--- src/rtl/rr_fifo_arbiter_pkg.sv ---
// Shared types and helpers for the round-robin fifo arbiter and its pick logic.
package rr_fifo_arbiter_pkg;

    typedef enum logic {
        ARB_IDLE = 1'b0,
        ARB_BUSY = 1'b1
    } arb_state_e;

    // Bits needed to count 0..max_burst inclusive.
    function automatic int unsigned burst_width(input int unsigned max_burst);
        return (max_burst < 1) ? 1 : $clog2(max_burst + 1);
    endfunction

endpackage

--- src/rtl/rr_fifo_arbiter_pick.sv ---
// Rotating priority picker: first set req bit at or after start, wrapping modulo N.
module rr_pick #(
    parameter int unsigned N = 4,
    parameter int unsigned W = 2
) (
    input  logic [N-1:0] req,
    input  logic [W-1:0] start,
    output logic         found,
    output logic [W-1:0] idx
);

    logic [N-1:0] rot;
    logic [W-1:0] pos;

    // Rotate so that bit 0 of rot is req[start].
    always_comb begin
        rot = '0;
        for (int unsigned k = 0; k < N; k++) begin
            for (int unsigned j = 0; j < N; j++) begin
                if (((32'(start) + k) % N) == j) begin
                    rot[k] = req[j];
                end
            end
        end
    end

    // Priority-encode the lowest set bit, then un-rotate back to an input index.
    always_comb begin
        found = |rot;
        pos   = '0;
        for (int k = int'(N) - 1; k >= 0; k--) begin
            if (rot[k]) begin
                pos = W'(k);
            end
        end
        idx = W'((32'(start) + 32'(pos)) % N);
    end

endmodule

--- src/rtl/rr_fifo_arbiter.sv ---
// Round-robin, burst-bounded arbiter popping N_INPUTS fifos into one registered output.
// Optional pop/stall tracing is compiled in with RR_ARB_TRACE_EN.
module rr_fifo_arbiter
    import rr_fifo_arbiter_pkg::*;
#(
    parameter int          ID               = -1,
    parameter int unsigned N_INPUTS         = 4,
    parameter int unsigned SIZE             = 8,
    parameter int unsigned DESTINATION_BITS = 4,
    parameter int unsigned SEL_BITS         = 2,
    parameter int unsigned MAX_BURST        = 2
) (
    input  logic                     clk,
    input  logic                     reset,
    input  logic [N_INPUTS-1:0]      fifo_empty,
    input  logic [N_INPUTS*SIZE-1:0] fifo_items,
    output logic [N_INPUTS-1:0]      fifo_read,
    output logic [SIZE-1:0]          out_item,
    output logic                     out_valid,
    input  logic                     out_ready,
    output logic [SEL_BITS-1:0]      grant_id
);

    localparam int unsigned          BURST_BITS = burst_width(MAX_BURST);
    localparam logic [SEL_BITS-1:0]  LAST_IDX   = SEL_BITS'(N_INPUTS - 1);
    localparam logic [BURST_BITS-1:0] BURST_MAX = BURST_BITS'(MAX_BURST);

    arb_state_e            state_q, state_d;
    logic [SEL_BITS-1:0]   last_grant_q, last_grant_d;
    logic [BURST_BITS-1:0] burst_cnt_q, burst_cnt_d;
    logic [SIZE-1:0]       item_d;
    logic                  valid_d;
    logic [SEL_BITS-1:0]   grant_d;

    logic [N_INPUTS-1:0]   req;
    logic                  can_load;
    logic                  stay;
    logic                  pop;
    logic [SEL_BITS-1:0]   pick_start;
    logic                  pick_found;
    logic [SEL_BITS-1:0]   pick_idx;
    logic [SEL_BITS-1:0]   sel;
    logic [SIZE-1:0]       head_item;

    // Rotation begins just after the last grant so the last grant is searched last.
    always_comb begin
        req        = ~fifo_empty;
        can_load   = !out_valid || out_ready;
        stay       = (state_q == ARB_BUSY) && (burst_cnt_q < BURST_MAX) && req[last_grant_q];
        pick_start = (last_grant_q == LAST_IDX) ? '0 : last_grant_q + SEL_BITS'(1);
    end

    rr_pick #(
        .N (N_INPUTS),
        .W (SEL_BITS)
    ) u_pick (
        .req   (req),
        .start (pick_start),
        .found (pick_found),
        .idx   (pick_idx)
    );

    always_comb begin
        sel       = stay ? last_grant_q : pick_idx;
        pop       = can_load && pick_found;
        head_item = '0;
        for (int unsigned i = 0; i < N_INPUTS; i++) begin
            if (SEL_BITS'(i) == sel) begin
                head_item = fifo_items[i*SIZE +: SIZE];
            end
        end
    end

    // Pop strobe is combinational; held off while reset is asserted.
    assign fifo_read = (reset && pop) ? (N_INPUTS'(1) << sel) : '0;

    // Next-state and datapath updates.
    always_comb begin
        state_d      = state_q;
        last_grant_d = last_grant_q;
        burst_cnt_d  = burst_cnt_q;
        item_d       = out_item;
        valid_d      = out_valid;
        grant_d      = grant_id;

        case (state_q)
            ARB_IDLE: begin
                if (pop) begin
                    state_d = ARB_BUSY;
                end
            end
            ARB_BUSY: begin
                if (!pop && out_ready) begin
                    state_d = ARB_IDLE;
                end
            end
            default: state_d = ARB_IDLE;
        endcase

        if (pop) begin
            item_d       = head_item;
            valid_d      = 1'b1;
            grant_d      = sel;
            last_grant_d = sel;
            if ((sel == last_grant_q) && (state_q == ARB_BUSY)) begin
                burst_cnt_d = (burst_cnt_q == BURST_MAX) ? burst_cnt_q
                                                         : burst_cnt_q + BURST_BITS'(1);
            end else begin
                burst_cnt_d = BURST_BITS'(1);
            end
        end else if (out_valid && out_ready) begin
            valid_d = 1'b0;
        end
    end

    always_ff @(posedge clk or negedge reset) begin
        if (!reset) begin
            state_q      <= ARB_IDLE;
            last_grant_q <= LAST_IDX;
            burst_cnt_q  <= '0;
            out_item     <= '0;
            out_valid    <= 1'b0;
            grant_id     <= '0;
        end else begin
            state_q      <= state_d;
            last_grant_q <= last_grant_d;
            burst_cnt_q  <= burst_cnt_d;
            out_item     <= item_d;
            out_valid    <= valid_d;
            grant_id     <= grant_d;
        end
    end

`ifdef RR_ARB_TRACE_EN
    // Trace fields split the item as payload above DESTINATION_BITS, dest below.
    always_ff @(posedge clk) begin
        if (reset) begin
            if (pop) begin
                $display("ARB(%0d): granted %0h:%0h from input %0d (burst = %0d)", ID,
                         head_item[DESTINATION_BITS-1:0], head_item[SIZE-1:DESTINATION_BITS],
                         sel, burst_cnt_d);
            end else if (out_valid && !out_ready) begin
                $display("ARB(%0d): stalled", ID);
            end
        end
    end
`else
    logic unused_trace_cfg;
    assign unused_trace_cfg = ^{32'(ID), 32'(DESTINATION_BITS)};
`endif

endmodule

--- config.mk ---
export PLATFORM = sky130hd
export DESIGN_NAME = rr_fifo_arbiter
export DESIGN_NICKNAME = d
export VERILOG_FILES = /design/src/rtl/rr_fifo_arbiter_pkg.sv /design/src/rtl/rr_fifo_arbiter_pick.sv /design/src/rtl/rr_fifo_arbiter.sv
export SDC_FILE = /design/constraint.sdc
export NUM_CORES = 1
export LEC_CHECK = 0
export CAP_MARGIN = 20
export CORE_ASPECT_RATIO = 0.75
export CORE_UTILIZATION = 48
export DETAILED_ROUTE_END_ITERATION = 10
export PLACE_DENSITY = 0.87
export SYNTH_ARGS = -nofsm -noshare
export SYNTH_HDL_FRONTEND = slang
export SYNTH_SLANG_ARGS = --single-unit
--- constraint.sdc ---
create_clock -name clk -period 7.6 [get_ports clk]
set_input_delay 1.14 -clock clk [delete_from_list [all_inputs] [get_ports clk]]
set_output_delay 1.14 -clock clk [all_outputs]
set_load 0.01 [all_outputs]
==> run_results.csv <==
group,metric,value,unit
synthesis,synth_seq_cells,16,
power,power_density,570.7,nW/µm²
worst_setup_path,crit_required,6460,ps
floorplan,dieArea,3191,µm²
timing,post-route-period-util,75.18,%
power,swShare,49.30,%
run,drv_cap,0,
global_route,grt_overflow_total,0,
timing,setup_ws,1886,ps
cells_and_area,num-fill-cells,202,
routing,drcViolationCount,0,
clocking,cts_root_buf,"clkbuf_8",
worst_setup_path,critPathMaxFanout,10,
clocking,clk_pin_slew,70,ps
synthesis,ys.flop_type,"dfrtp_1",
power,p_int,590.5,µW
synthesis,synth_area_per_cell,9.556,µm²
synthesis,yosysWarnings,0,
power,p_leak,0.0008359,µW
outcome,status,"complete, no violations",
global_route,grtUsageTotal,26.76,%
floorplan,start_util,52.69,%
routing,wl_per_cell,16.53,µm
synthesis,netlist_area,1424,µm²
routing,vias,1403,
timing,hold_viol_final,0,
routing,drt_iter0_drc,80,
clocking,cts_max_level,1,
timing,final-setup-viol-count,0,
timing,rsz0062_at_grt,"false",
timing,holdWs,536.9,ps
synthesis,ys_seq_area_share,28.30,%
clocking,cts_sinks,16,
cells_and_area,antenna_cells,0,
power,power,1165,µW
global_route,grt_max_degree,38,
clocking,cts_tree,"done",
place,dp.cells,233,
timing,fin_setup_tns,0,ps
routing,drt_wl_total,3918,µm
cells_and_area,layout-drive-gt1-share,13.43,%
cells_and_area,final_common_cell,"clkdlybuf4s50_1",
place,globalplace.congestion,1.002,
timing,relSlewSlack,48.86,%
place,dp_slack,1941,ps
power,combPwrFrac,78.2,%
power,ir_worst_vdd,0.3406,mV
clocking,cts_setup_buffers,0,
global_route,antenna_found_initial,0,
hold_path,hold_path_class,"reg -> reg",
cells_and_area,mostFrequentLayoutCells,"clkdlybuf4s50_1 (53), nand2_1 (17), mux2i_1 (17)",
worst_setup_path,cp.arrival,4570,ps
worst_setup_path,crit_type,"in -> out",
clocking,cts_buffers,3,
global_route,grt_pass1_wl,6465,µm
cells_and_area,fin_cells,237,
timing,max_slew.worst_pin.slew,764.7,ps
clocking,insertion_delay,260,ps
floorplan,core,2703,µm²
synthesis,async_flop_share,100.0,%
routing,first_pass_iters,4,
synthesis,synth-edff-count,0,
routing,detail-route-antenna-nets,0,
floorplan,num_rows,16,
synthesis,syn-num-nets,197,
timing,min_period,5714,ps
clocking,cts_resized,0,
floorplan,die_y,49.17,µm
worst_setup_path,worstSetupStartpointType,"input port",
global_route,grt_pass1_vias,1361,
clocking,ctsHoldBuffers,0,
timing,clock_skew,6.755,ps
routing,routed_via_density,5.920,
place,io_buffer_count,53,
worst_setup_path,end_kind,"primary output",
floorplan,die_width,64.89,µm
power,p_clk_share,6.6,%
clocking,cts_buffer_depth,2,
power,power_frac_seq,15.2,%
timing,final_max_slew_viol_count,0,
place,hpwl,3080,µm
floorplan,io_pins,54,
cells_and_area,area_delta_synth_final,43.32,%
timing,max_freq,175.0,MHz
synthesis,synth_cell_types,42,
power,switchingPower,574.1,µW
cells_and_area,fin_nets,250,
synthesis,netlist_instances,149,
[power by group through the flow]
stage	clock network, µW	registers (µW)	logic [µW]
4_1_cts	77.9	176	907
3_5_place_dp	0	176	899
5_1_grt	83.1	183	993
3_3_place_gp	0	173	862
2_1_floorplan	0	179	672
6_report	77.1	177	911
[layout make-up]
cell class	instances	area [µm²]	area share (%)
multi-input combinational	120	969.7	47.52
sequential	16	402.9	19.74
timing repair buffer	55	545.5	26.73
clock buffer	4	55.05	2.698
inverter	6	22.52	1.104
tap	36	45.04	2.207
[cell usage after synthesis (2+ instances only)]
cell	number	area [µm²]
o21ai_0	2	10.01
nand3b_1	3	22.52
xor2_1	2	17.52
or3b_2	2	17.52
nand3_1	3	15.01
dfrtp_1	14	350.3
nor3b_1	5	37.54
dfstp_2	2	52.55
ha_1	9	112.6
a21oi_1	6	30.03
nand2_1	17	63.81
a31o_2	2	17.52
a31oi_1	8	50.05
o32ai_1	8	70.07
inv_1	6	22.52
o22a_1	2	17.52
buf_2	5	25.02
mux2_2	2	22.52
a2111o_1	2	22.52
mux2i_1	18	180.2
nor2_1	10	37.54
[stage by stage]
step / util, % / instance area, µm²
CTS: 75.51 / 2041
floorplan: - / 1424
global placement: 73.47 / 1986
global route: 75.51 / 2041
detailed placement: 73.47 / 1986
finish: 75.51 / 2041
[path summary, 6_finish.rpt]
path / start / to / slack, ps / cells after the start
worst max-delay path: fifo_empty[0] / fifo_read[1] / 1890 / 12
worst min-delay path: burst_cnt_q[0]$_DFFE_PN0P_ / burst_cnt_q[0]$_DFFE_PN0P_ / 540 / 2
worst max register to register: last_grant_q[1]$_DFFE_PN1P_ / out_item[2]$_DFFE_PN0P_ / 3740 / 12
worst min register to register: burst_cnt_q[0]$_DFFE_PN0P_ / burst_cnt_q[0]$_DFFE_PN0P_ / 540 / 2
max in group asynchronous: reset / state_q$_DFF_PN0_ / 5780 / 1
min in group asynchronous: reset / burst_cnt_q[1]$_DFFE_PN0P_ / 1330 / 1
[critical path, stage by stage]
cell and delay (ps):
clkdlybuf4s50_1 550, nor3b_1 90, a2111oi_2 470, or2_2 190
a21oi_1 60, ha_1 180, xor2_1 150, or3_1 450
a31oi_4 360, or2_1 350, nor2_1 90, clkdlybuf4s50_1 480
[per-layer routing]
layer / track usage [%] / routed length, µm
met2: 44.44 / 1942
met1: 34.74 / 1745
met5: 0 / 0
met4: 6.667 / 28
met3: 6.308 / 201
[cells by family after synthesis]
family / after synthesis / synth area share, %
muxes: 20 / 14.24
DFF: 16 / 28.30
and+or+nand+nor: 47 / 17.66
AOI/OAI and AO/OA: 42 / 26.54
buffers and inverters: 13 / 4.130
xor gates and xnor gates: 2 / 1.230
adders and majority gates: 9 / 7.909
[registers in the layout (all words and copies together), names as in the netlist]
signal and cells:
last_grant_q 2, grant_id 2, state_q 1, out_valid 1, burst_cnt_q 2, out_item 8
Note: power is estimated with default switching activity, not from simulation.
